### src/rtl/mem_if_pkg.sv
// Shared definitions for the L1 <-> main-memory bus: line geometry,
// requester state encoding and the assembled cache-line type.
package mem_if_pkg;

    localparam int LINE_WORDS = 8;
    localparam int WORD_W     = 32;
    localparam int BEAT_IDX_W = 3;

    typedef enum logic [2:0] {
        IDLE,
        LD_ADDR,
        LD_DATA,
        ST_ADDR,
        ST_DATA,
        RESP
    } req_state_t;

    typedef logic [LINE_WORDS-1:0][WORD_W-1:0] line_t;

endpackage

### src/rtl/line_fill_buffer.sv
// Line assembly buffer: one register per word, written by beat index, plus a
// received mask. `full` means every word has been written since the last clear.
module line_fill_buffer
    import mem_if_pkg::*;
#(
    parameter int WORDS = LINE_WORDS,
    parameter int IDX_W = BEAT_IDX_W
) (
    input  logic                          clk,
    input  logic                          rst_n,
    input  logic                          clear,
    input  logic                          wr_en,
    input  logic [IDX_W-1:0]              wr_idx,
    input  logic [WORD_W-1:0]             wr_data,
    output logic [WORDS-1:0][WORD_W-1:0]  line,
    output logic                          full
);

    logic [WORDS-1:0] mask;

    // Word storage and received mask. Clear only drops the mask: every word
    // is rewritten before full can assert again, so stale data never escapes.
    always_ff @(posedge clk or negedge rst_n) begin
        if (!rst_n) begin
            line <= '0;
            mask <= '0;
        end else if (clear) begin
            mask <= '0;
        end else if (wr_en) begin
            for (int i = 0; i < WORDS; i++) begin
                if (wr_idx == IDX_W'(i)) begin
                    line[i] <= wr_data;
                    mask[i] <= 1'b1;
                end
            end
        end
    end

    assign full = &mask;

endmodule

### src/rtl/l1_mem_requester.sv
// Cache-side initiator for the L1 <-> main-memory bus. Issues one load
// (line fill) or store (write-through) at a time, assembles the returned
// line from indexed beats and reports completion to the cache.
// Optional feature macro: MEM_TIMEOUT_EN (watchdog, drives mem_error).
module l1_mem_requester #(
    parameter int LINE_WORDS     = 8,
    parameter int TIMEOUT_CYCLES = 64
) (
    input  logic                                   clk,
    input  logic                                   rst_n,
    input  logic                                   req_valid,
    output logic                                   req_ready,
    input  logic                                   req_we,
    input  logic [31:0]                            req_addr,
    input  logic [31:0]                            req_wdata,
    output logic [31:0]                            L1Bus,
    output logic                                   valid,
    output logic                                   loadEnable,
    output logic                                   storeEnable,
    input  logic                                   memoryAddressReceive,
    input  logic                                   memoryBusValid,
    input  logic [31:0]                            memoryBus,
    input  logic [3:0]                             memoryBusCount,
    input  logic                                   cacheStoreComplete,
    output logic                                   fill_valid,
    output logic [31:0]                            fill_addr,
    output logic [LINE_WORDS*mem_if_pkg::WORD_W-1:0] fill_line,
    output logic                                   store_done,
    output logic                                   mem_error
);
    import mem_if_pkg::*;

    localparam int IDX_W = $clog2(LINE_WORDS);

    if (TIMEOUT_CYCLES < 2) begin : g_cfg_check
        $error("TIMEOUT_CYCLES must be at least 2");
    end

    req_state_t state, nxt;

    logic        we_q;
    logic [31:0] addr_q;
    logic [31:0] wdata_q;
    logic [31:0] line_base;
    logic [LINE_WORDS-1:0][WORD_W-1:0] buf_line;
    logic [LINE_WORDS-1:0][WORD_W-1:0] fill_line_q;
    logic [31:0] fill_addr_q;
    logic        buf_clear;
    logic        buf_wr;
    logic        buf_full;
    logic        beat_in_range;
    logic        active;
    logic        timeout_hit;

    assign line_base     = addr_q & ~32'(LINE_WORDS - 1);
    assign beat_in_range = {28'd0, memoryBusCount} < 32'(LINE_WORDS);
    assign active        = (state == LD_ADDR) || (state == LD_DATA) ||
                           (state == ST_ADDR) || (state == ST_DATA);

    line_fill_buffer #(
        .WORDS (LINE_WORDS),
        .IDX_W (IDX_W)
    ) u_lfb (
        .clk     (clk),
        .rst_n   (rst_n),
        .clear   (buf_clear),
        .wr_en   (buf_wr),
        .wr_idx  (memoryBusCount[IDX_W-1:0]),
        .wr_data (memoryBus),
        .line    (buf_line),
        .full    (buf_full)
    );

    // State register
    always_ff @(posedge clk or negedge rst_n) begin
        if (!rst_n) state <= IDLE;
        else        state <= nxt;
    end

    // Next-state and buffer control; stray bus inputs only matter in the
    // state that owns them. Completion uses the registered full flag so no
    // memory input reaches an output in the same cycle.
    always_comb begin
        nxt       = state;
        buf_clear = 1'b0;
        buf_wr    = 1'b0;
        case (state)
            IDLE: begin
                if (req_valid) begin
                    buf_clear = 1'b1;
                    nxt       = req_we ? ST_ADDR : LD_ADDR;
                end
            end
            LD_ADDR: if (memoryAddressReceive) nxt = LD_DATA;
            LD_DATA: begin
                buf_wr = memoryBusValid && beat_in_range;
                if (buf_full) nxt = RESP;
            end
            ST_ADDR: if (memoryAddressReceive) nxt = ST_DATA;
            ST_DATA: if (cacheStoreComplete)   nxt = RESP;
            RESP:    nxt = IDLE;
            default: nxt = IDLE;
        endcase
        if (timeout_hit) nxt = IDLE;
    end

    // Request capture on acceptance
    always_ff @(posedge clk or negedge rst_n) begin
        if (!rst_n) begin
            we_q    <= 1'b0;
            addr_q  <= '0;
            wdata_q <= '0;
        end else if (state == IDLE && req_valid) begin
            we_q    <= req_we;
            addr_q  <= req_addr;
            wdata_q <= req_wdata;
        end
    end

    // Completed line is copied out so it holds while the next fill assembles
    always_ff @(posedge clk or negedge rst_n) begin
        if (!rst_n) begin
            fill_line_q <= '0;
            fill_addr_q <= '0;
        end else if (state == LD_DATA && buf_full && !timeout_hit) begin
            fill_line_q <= buf_line;
            fill_addr_q <= line_base;
        end
    end

`ifdef MEM_TIMEOUT_EN
    localparam int TO_W = $clog2(TIMEOUT_CYCLES + 1);

    logic [TO_W-1:0] to_cnt;
    logic            progress;
    logic            mem_error_q;

    assign progress =
        ((state == LD_ADDR || state == ST_ADDR) && memoryAddressReceive) ||
        buf_wr || (state == LD_DATA && buf_full) ||
        (state == ST_DATA && cacheStoreComplete);

    assign timeout_hit = active && !progress &&
                         (to_cnt == TO_W'(TIMEOUT_CYCLES - 1));

    // Watchdog: counts stalled cycles in any bus phase, reloads on progress
    always_ff @(posedge clk or negedge rst_n) begin
        if (!rst_n)                 to_cnt <= '0;
        else if (!active || progress || timeout_hit) to_cnt <= '0;
        else                        to_cnt <= to_cnt + 1'b1;
    end

    // Error pulse lands in the cycle the FSM is back in IDLE
    always_ff @(posedge clk or negedge rst_n) begin
        if (!rst_n) mem_error_q <= 1'b0;
        else        mem_error_q <= timeout_hit;
    end

    assign mem_error = mem_error_q;
`else
    assign timeout_hit = 1'b0;
    assign mem_error   = 1'b0;
`endif

    // Bus outputs decode from state and latched request only
    assign req_ready   = (state == IDLE);
    assign valid       = active;
    assign loadEnable  = (state == LD_ADDR) || (state == LD_DATA);
    assign storeEnable = (state == ST_ADDR) || (state == ST_DATA);
    assign L1Bus       = (state == LD_ADDR) ? line_base :
                         (state == ST_ADDR) ? addr_q    :
                         (state == ST_DATA) ? wdata_q   : 32'd0;
    assign fill_valid  = (state == RESP) && !we_q;
    assign store_done  = (state == RESP) &&  we_q;
    assign fill_line   = fill_line_q;
    assign fill_addr   = fill_addr_q;

endmodule
### config.mk
export PLATFORM = sky130hd
export DESIGN_NAME = l1_mem_requester
export DESIGN_NICKNAME = d
export VERILOG_FILES = /design/src/rtl/mem_if_pkg.sv /design/src/rtl/line_fill_buffer.sv /design/src/rtl/l1_mem_requester.sv
export SDC_FILE = /design/constraint.sdc
export NUM_CORES = 1
export LEC_CHECK = 0
export ABC_AREA = 1
export CORE_AREA = 2 2 222 224
export CTS_CLUSTER_SIZE = 30
export DETAILED_ROUTE_END_ITERATION = 12
export DIE_AREA = 0 0 224 226
export GPL_ROUTABILITY_DRIVEN = 0
export PLACE_DENSITY = 0.76
export SYNTH_ARGS = -nofsm -noshare
export SYNTH_HDL_FRONTEND = slang
export SYNTH_HIERARCHICAL = 1
export SYNTH_SLANG_ARGS = --single-unit
### constraint.sdc
create_clock -name clk -period 2.9 [get_ports clk]
set_input_delay 0.58 -clock clk [delete_from_list [all_inputs] [get_ports clk]]
set_output_delay 0.58 -clock clk [all_outputs]
set_load 0.02 [all_outputs]
==> results of run 1 <==
-- cell usage after synthesis (all sizes together) --
library cell     n  share of area
nor3             1        0.00041
nand3          397          0.082
o211a            1        0.00041
nand2         1314           0.20
inv             47         0.0072
o21ai          154          0.032
clkbuf         123          0.019
a21oi            1        0.00020
dfrtp          617           0.63
clkinv           1        0.00015
buf             93          0.019
a32o             3         0.0012
or2              1        0.00026
nor2            18         0.0034
nand4            4         0.0010
conb             1        0.00015
-- registers in the layout (all words and copies together) (netlist names) --
register,flops
addr_q,32
fill_addr,29
fill_line,256
state,3
u_lfb/line,256
u_lfb/mask,8
wdata_q,32
we_q,1
-- final cells by class --
cell class / count / area, um2
Antenna cell: 1 / 2.50
Timing Repair Buffer: 503 / 5090
Multi-Input combinational cell: 1899 / 7960
Fill cell: 3816 / 16900
Sequential cell: 617 / 15400
Clock buffer: 88 / 1810
Inverter: 48 / 180
Clock inverter: 22 / 224
Tap cell: 622 / 778
-- critical path, cell delays in order, from the launching register on --
cell and delay (ns):
dfrtp_2 0.46, inv_1 0.14, nand3_1 0.15, nand2_1 0.11, inv_1 0.05, buf_4 0.19
o21ai_0 0.26, clkdlybuf4s15_2 0.30
-- power by group through the flow --
stage	registers, W	clock network, W	logic [W]
3_5_place_dp	0.0111	0	0.00444
3_3_place_gp	0.0110	0	0.00426
6_report	0.0110	0.00797	0.00465
5_1_grt	0.0111	0.00842	0.00508
4_1_cts	0.0110	0.00807	0.00459
2_1_floorplan	0.0108	0	0.00269
-- cells by family after synthesis --
| group | share of synthesized area |
|---|---|
| flip-flops | 0.632 |
| other | 0.000154 |
| AND/OR/NAND/NOR | 0.289 |
| buffers and inverters | 0.0459 |
| AO/OA/AOI/OAI | 0.0334 |
-- stage by stage --
stage	total power [W]	worst slack, ns	setup TNS [ns]	instances
CTS	0.0236	-0.0645	-0.0795	3798
detailed placement	0.0155	-0.0307	-0.130	3681
floorplan	0.0135	0.627	0	2779
global route	0.0246	0.00226	0	3799
finish	0.0236	0.0349	0	3800
global placement	0.0153	0.0125	0	3681
-- routing by layer --
metal	routed length (um)	vias up	part of all wire	global-route usage
met5	43	-	0.00053	0
met4	4230	6	0.053	0.151
met3	9320	238	0.12	0.0961
met2	36700	1199	0.46	0.486
met1	30100	10296	0.37	0.409
li1	-	9469	-	-
-- what timing repair did --
action,in CTS,in global routing
gates cloned,3,1
resized for setup,83,53
endpoints found under the hold margin,42,0
endpoints found under the setup margin,34,216
setup buffers,3,0
hold buffers,1,0
pin swaps,2,2
-- path summary, 6_finish.rpt --
path,endpoint,slack [ns],cells after the start,startpoint
setup / recovery,L1Bus[6],0.03,7,state[2]$_DFFE_PN0P_
hold / removal,fill_line[47]$_DFFE_PN0P_,0.47,2,fill_line[47]$_DFFE_PN0P_
setup reg to reg,u_lfb/line[65]$_DFFE_PN0P_,0.22,10,state[2]$_DFFE_PN0P_
hold reg to reg,fill_line[47]$_DFFE_PN0P_,0.47,2,fill_line[47]$_DFFE_PN0P_
max in group asynchronous,u_lfb/line[183]$_DFFE_PN0P_,1.39,3,rst_n
min in group asynchronous,fill_line[0]$_DFFE_PN0P_,0.54,2,rst_n
==> metrics.yaml, run 1 <==
cts:
  insertion_delay_ns: 0.65
  htreeDepth: 2
  cts_root_buf: "clkbuf_16"
  cts_buffers: 61
  cts_tree: "done"
  cts_sinks: 617
  path_clk_slew_ns: 0.06
  clk_path_buf_depth: 3
routing:
  drt_first_iter_violations: 2257
  vias_per_cell: 5.58
  drc: 0
  ant_nets: 0
  drt_first_pass_iters: 5
  routed_wl_mm: 80.4
  wire_per_inst_um: 21.2
  vias: 21208
critical_path:
  critPathRequiredTime_ns: 2.32
  crit_type: "reg -> out"
  worstSetupEndpointType: "primary output"
  crit_fanout: 14
  worstSetupStartpointType: "register"
  cp.arrival_ns: 2.29
power:
  p_leak_nw: 16.5
  seqPwrFrac: 0.466
  p_clk_frac: 0.338
  switching_share: 0.311
  power_density_nw_per_um2: 750
  power_frac_comb: 0.197
  p_switching_w: 0.00733
  ir_worst_vdd_mv: 0.472
  internal-power_w: 0.0163
timing:
  hold_slack_ns: 0.470
  finalCritPeriodShare: 0.988
  grt_setup_unrepaired: "false"
  max_freq_mhz: 349
  fin_worst_skew_ns: 0.0294
  setup_viol: 0
  drv_slew: 0
  finalHoldViolations: 0
  slew_headroom: 0.212
  period_minus_slack_ns: 2.87
  tightest_slew_ns: 1.18
final_layout:
  syn_to_final_growth_pct: 28.9
  fin_area_um2: 31500
  drive_above_1_share: 0.0702
  fin_util: 0.651
  final_common_cell: "nand2_1"
  layout_common_cells: "nand2_1 (1312), dfrtp_1 (615), nand3_1 (396)"
  nets: 3237
hold_path:
  min_path_type: "reg -> reg"
floorplanning:
  io_pins: 434
  die_x_um: 224
  rows: 81
  core_area_um2: 48300
  dieArea_um2: 50600
  die_h_um: 226
  start_util: 0.505
global_route:
  grt_pass1_vias: 20677
  grt_max_degree: 235
  grtUsageTotal: 0.315
  antenna_found_initial: 4
  grt_pass1_wl_mm: 122
  overflow: 0
status:
  outcome: "completed"
placed_design:
  numPortBuffers: 429
  place_area_um2: 29300
  dp_hpwl_mm: 49.4
logic_synthesis:
  ys_seq_elements: 617
  synth_area_um2: 24400
  yosysWarnings: 6
  ys_seq_area_frac: 0.632
  syn_inst: 2776
  syn_avg_cell_area_um2: 8.80
  ys_types: 23
run:
  maxCapViolCount: 0
No activity file was read; power rests on OpenSTA's default activity.
==> run 2, diff against run 1 <==
- CTS_CLUSTER_SIZE: 30 -> 8
==> run 2 against run 1 <==
Net effect: clock power increased by 13%; critical endpoint is now L1Bus[21]; design area increased by 0.89%; critical path depth did not move; clock skew fell by 0.0049 ns.
==> metrics.yaml, run 2 (synthesized netlist as in run 1, its figures left out) <==
status:
  outcome: "completed"
floorplanning:
  die_x_um: 224  # unchanged
  dieArea_um2: 50600  # unchanged
  io_pins: 434  # unchanged
  rows: 81  # unchanged
  die_h_um: 226  # unchanged
  start_util: 0.505  # unchanged
  core_area_um2: 48300  # unchanged
cts:
  cts_root_buf: "clkbuf_16"
  path_clk_slew_ns: 0.05  # about the same
  clk_path_buf_depth: 3  # unchanged
  cts_tree: "done"
  insertion_delay_ns: 0.62  # -0.03 ns
  cts_buffers: 87  # +43%
  htreeDepth: 3  # +1
  cts_sinks: 617  # unchanged
final_layout:
  final_cells: 3786  # -0.37%
  layout_common_cells: "nand2_1 (1312), dfrtp_1 (617), nand3_1 (396)"
  regArea_um2: 15400  # about the same
  fillers: 3782  # -0.89%
  nets: 3263  # +0.80%
  drive_above_1_share: 0.0680  # -0.00222
  multi_input_comb_area_um2: 7960  # about the same
  fin_util: 0.657  # +0.00577
  final_common_cell: "nand2_1"
  syn_to_final_growth_pct: 30.0
critical_path:
  crit_slowest_cell: "dfrtp_1"
  worst_path_largest_cell_delay_ns: 0.46  # about the same
  crit_type: "reg -> out"
  critPathLaunch: "state[2]$_DFFE_PN0P_"
  cp_num_buf_inv: 4  # unchanged
  cp.arrival_ns: 2.25  # -0.04 ns
  cp_top_family: "buffers and inverters"
  worstSetupStartpointType: "register"
  cp_cell_sequence: "inv_1 > nand3_1 > nand2_1 > inv_1 > buf_4 > o21ai_0 > dlygate4sd2_1"
  critPathRequiredTime_ns: 2.32  # about the same
  crit_fanout: 16  # +2
  cpMostUsedCell: "inv_1"
  worstSetupEndpointType: "primary output"
  r2r-start: "state[1]$_DFFE_PN0P_"
routing:
  routed_wl_mm: 81.5  # +1.4%
  vias: 21413  # +0.97%
  wire_per_inst_um: 21.5  # +1.7%
  vias_per_cell: 5.66  # +1.3%
  drt_first_iter_violations: 2439  # +8.1%
  drt_first_pass_iters: 6  # +1
  drc: 0  # unchanged
  ant_nets: 0  # unchanged
timing:
  slew_headroom: 0.176  # -0.0357
  finalHoldViolations: 0  # unchanged
  drv_slew: 0  # unchanged
  hold_slack_ns: 0.468  # -0.00194 ns
  finalCritPeriodShare: 0.974  # -0.0136
  tightest_slew_ns: 1.24  # +0.0536 ns
  fin_ws_ns: 0.0743  # +0.0394 ns
  period_minus_slack_ns: 2.83  # -0.0394 ns
  tns_ns: 0  # unchanged
  fin_worst_skew_ns: 0.0245  # -0.00492 ns
  setup_viol: 0  # unchanged
  max_freq_mhz: 354  # +1.4%
run:
  maxCapViolCount: 0  # unchanged
global_route:
  grt_pass1_vias: 21075  # +1.9%
  grtUsageTotal: 0.320  # +0.00447
  overflow: 0  # unchanged
  grt_max_degree: 235  # unchanged
  grt_pass1_wl_mm: 123  # +0.84%
  antenna_found_initial: 4  # unchanged
power:
  p_leak_nw: 16.7  # +0.95%
  power_density_nw_per_um2: 776  # +3.6%
  ir_worst_vdd_mv: 0.571  # +21%
placed_design:
  numPortBuffers: 429  # unchanged
  pre_cts_slack_ns: -0.0307  # unchanged
  dp_hpwl_mm: 49.4  # unchanged
  dp.cells: 3681  # unchanged
hold_path:
  min_path_type: "reg -> reg"
  hold_path_startpoint: "wdata_q[27]$_DFFE_PN0P_"
run 2: cell count changes in the layout (fill, tap and decap cells not counted), sizes merged, moves of 2 or more:
cell / previous run / this run
bufinv: 3 / 0
dlygate4sd1: 1 / 3
clkbuf: 98 / 107
clkinv: 14 / 5
clkinvlp: 5 / 0
clkdlybuf4s15: 17 / 10
run 2: cell type report:
| type | count | share of cell area |
|---|---|---|
| sequential | 617 | 0.486 |
| clock inverter | 5 | 0.00295 |
| multi-input combinational | 1899 | 0.251 |
| tap | 622 | 0.0245 |
| inverter | 48 | 0.00567 |
| timing repair buffer | 503 | 0.159 |
| antenna | 1 | 0.0000788 |
| clock buffer | 91 | 0.0710 |
run 2: final timing paths:
path                                          endpoint  slack, ns  cells past startpoint
setup / recovery                             L1Bus[21]       0.07                      7
min in group asynchronous     fill_line[0]$_DFFE_PN0P_       0.57                      2
hold reg to reg                wdata_q[27]$_DFFE_PN0P_       0.47                      2
hold / removal                 wdata_q[27]$_DFFE_PN0P_       0.47                      2
setup reg to reg            u_lfb/line[64]$_DFFE_PN0P_       0.14                     11
max in group asynchronous  u_lfb/line[215]$_DFFE_PN0P_       1.35                      3
run 2: timing repair:
action	4_1_cts	5_1_grt
cloned	3	1
gates resized for setup	67	66
hold endpoints to repair	42	0
pin swaps	1	1
hold buffers	1	0
endpoints found under the setup margin	34	136
setup buffers	3	0
run 2: worst register-to-register path, delay by kind of cell, from the launching register on:
family,cells,cell delay (ns)
simple gates,7,1.54
buf+inv,4,0.75
flops,1,0.43
run 2: report_power, final:
part           leakage, nW  switching, W  internal, W
registers             8.43      0.000841       0.0102
clock network         1.15       0.00359      0.00544
logic                 7.12       0.00311      0.00151
total                 16.7       0.00754       0.0171
run 2: routing by layer:
metal | part of all wire | wire length, um | GRT usage | vias up
met2 | 0.45 | 36900 | 0.492 | 1250
met3 | 0.11 | 9130 | 0.0938 | 232
met4 | 0.051 | 4200 | 0.167 | 8
met1 | 0.38 | 31200 | 0.412 | 10422
li1 | - | - | - | 9501
met5 | 0.00076 | 62 | 0 | -
run 2: stage by stage:
stage                     instance area [um2]  total power, W
after floorplan                         24400          0.0135
after global placement                  29300          0.0153
after detailed placement                29300          0.0155
after CTS                               31800          0.0247
after global routing                    31800          0.0257
final                                   31800          0.0247
==> run 3, diff against run 2 <==
==> constraint.sdc (replaced) <==
create_clock -name clk -period 2.9 [get_ports clk]
set_input_delay 0.725 -clock clk [delete_from_list [all_inputs] [get_ports clk]]
set_output_delay 0.725 -clock clk [all_outputs]
set_load 0.02 [all_outputs]
==> run 3 against run 2 <==
Net effect: global-route usage fell by 0.54 points; register-to-register slack improved by 0.26 ns; clock power barely moved; critical path depth did not move; hold slack got worse by 0.41 ns; non-clock buffer count fell by 5; final cell count fell by 0.13%; clock skew fell by 0.0050 ns.
==> metrics.yaml, run 3 (synthesized netlist as in run 1, its figures left out) <==
critical_path:
  critPathLaunch: "state[2]$_DFFE_PN0P_"
  crit_fanout: 15  # -1
  cp.arrival_ns: 2.14  # -0.11 ns
  crit_type: "reg -> out"
  r2r-start: "state[0]$_DFFE_PN0P_"
  worstSetupEndpointType: "primary output"
  critPathRequiredTime_ns: 2.17  # -0.15 ns
  worstSetupStartpointType: "register"
floorplanning:
  start_util: 0.505  # unchanged
  core_area_um2: 48300  # unchanged
  io_pins: 434  # unchanged
  die_x_um: 224  # unchanged
  die_h_um: 226  # unchanged
  rows: 81  # unchanged
  dieArea_um2: 50600  # unchanged
routing:
  vias: 21276  # -0.64%
  ant_nets: 0  # unchanged
  dr_wl_met2_mm: 36.9  # about the same
  vias_per_cell: 5.63  # -0.51%
  drc: 0  # unchanged
  top_layer_used: "met5"
  drt_first_pass_iters: 7  # +1
  wire_per_inst_um: 21.1  # -1.8%
  met1Wirelength_mm: 30.9  # -1.1%
  routed-wl-met3_mm: 8.34  # -8.6%
  routed_wl_mm: 80.0  # -1.9%
  drt_first_iter_violations: 2566  # +5.2%
cts:
  path_clk_slew_ns: 0.05  # about the same
  cts_buffers: 87  # unchanged
  cts_sinks: 617  # unchanged
  cts_root_buf: "clkbuf_16"
  insertion_delay_ns: 0.63  # about the same
  cts_tree: "done"
  clk_path_buf_depth: 3  # unchanged
  htreeDepth: 3  # unchanged
timing:
  fin_worst_skew_ns: 0.0195  # -0.00500 ns
  period_minus_slack_ns: 2.86  # +0.0350 ns
  drv_slew: 0  # unchanged
  finalHoldViolations: 0  # unchanged
  max_freq_mhz: 350  # -1.2%
  setup_viol: 0  # unchanged
  slew_headroom: 0.367  # +0.191
  grt_setup_unrepaired: "true"
  fin_ws_ns: 0.0393  # -0.0350 ns
  tightest_slew_ns: 0.949  # -0.287 ns
  finalCritPeriodShare: 0.986  # +0.0121
  tns_ns: 0  # unchanged
global_route:
  grt_pass1_vias: 20983  # -0.44%
  overflow: 0  # unchanged
  grt_max_degree: 173  # -26%
  grtUsageTotal: 0.314  # -0.00542
  antenna_found_initial: 2  # -2
  grt_pass1_wl_mm: 121  # -1.1%
final_layout:
  fin_util: 0.656  # -0.000777
  layout_common_cells: "nand2_1 (1312), dfrtp_1 (615), nand3_1 (396)"
  final_common_cell: "nand2_1"
  drive_above_1_share: 0.0716  # +0.00361
  nets: 3257  # -0.18%
  fillers: 3811  # +0.77%
  syn_to_final_growth_pct: 29.9
placed_design:
  numPortBuffers: 429  # unchanged
  dp_hpwl_mm: 48.9  # -1.1%
  pre_cts_slack_ns: -0.178  # -0.147 ns
power:
  ir_worst_vdd_mv: 0.642  # +12%
  power_density_nw_per_um2: 774  # -0.34%
  p_leak_nw: 16.7  # about the same
  power_w: 0.0245  # -0.46%
run:
  maxCapViolCount: 0  # unchanged
hold_path:
  min_path_type: "in -> async"
status:
  outcome: "completed"
==> run 3: layer usage <==
layer / vias up / GRT usage
met2: 1261 / 0.488
li1: 9460 / -
met4: 2 / 0.162
met1: 10311 / 0.411
met5: - / 0
met3: 242 / 0.0800
==> run 3: metrics by stage <==
stage | hold slack [ns] | cell area (um2) | instances
after floorplan | 0.429 | 24400 | 2779
after global placement | 0.454 | 29400 | 3679
after detailed placement | 0.457 | 29400 | 3679
after CTS | 0.0609 | 31800 | 3777
after global routing | 0.0705 | 31700 | 3779
final | 0.0591 | 31700 | 3781
==> run 3: worst max-delay path: stages, from the launching register on <==
cell     delay [ns]
dfrtp_2        0.47
inv_2          0.11
nand3_1        0.14
nand2_1        0.14
inv_2          0.08
buf_12         0.16
o21ai_1        0.19
buf_2          0.21
==> run 3: final timing paths <==
kind	to	slack, ns	depth (start not counted)
min	fill_line[15]$_DFFE_PN0P_	0.06	1
min in group clk	fill_line[62]$_DFFE_PN0P_	0.47	2
max	L1Bus[20]	0.04	7
min reg2reg	fill_line[62]$_DFFE_PN0P_	0.47	2
max reg2reg	u_lfb/line[67]$_DFFE_PN0P_	0.40	9
max in group asynchronous	fill_line[134]$_DFFE_PN0P_	1.88	2
==> run 3: what timing repair did <==
action,CTS,global route
setup buffers,1,0
pin swaps,1,0
setup endpoints to repair,35,26
endpoints found under the hold margin,0,0
gates resized for setup,152,37
hold buffers,0,0
cloned,1,1
==> run 3: final cells by class <==
type                       instances  area, um2  share of cell area
antenna                            2       5.00            0.000158
clock buffer                      91       2260              0.0711
clock inverter                     5       91.3             0.00288
inverter                          48        180             0.00568
multi-input combinational       1898       7940               0.250
sequential                       617      15400               0.487
tap                              622        778              0.0245
timing repair buffer             498       5030               0.159
==> run 3: where the power goes <==
group          internal, W  switching [W]  total (W)
Clock              0.00544        0.00357    0.00902
Sequential          0.0102       0.000854     0.0110
Combinational      0.00144        0.00306    0.00451
Total               0.0171        0.00749     0.0245
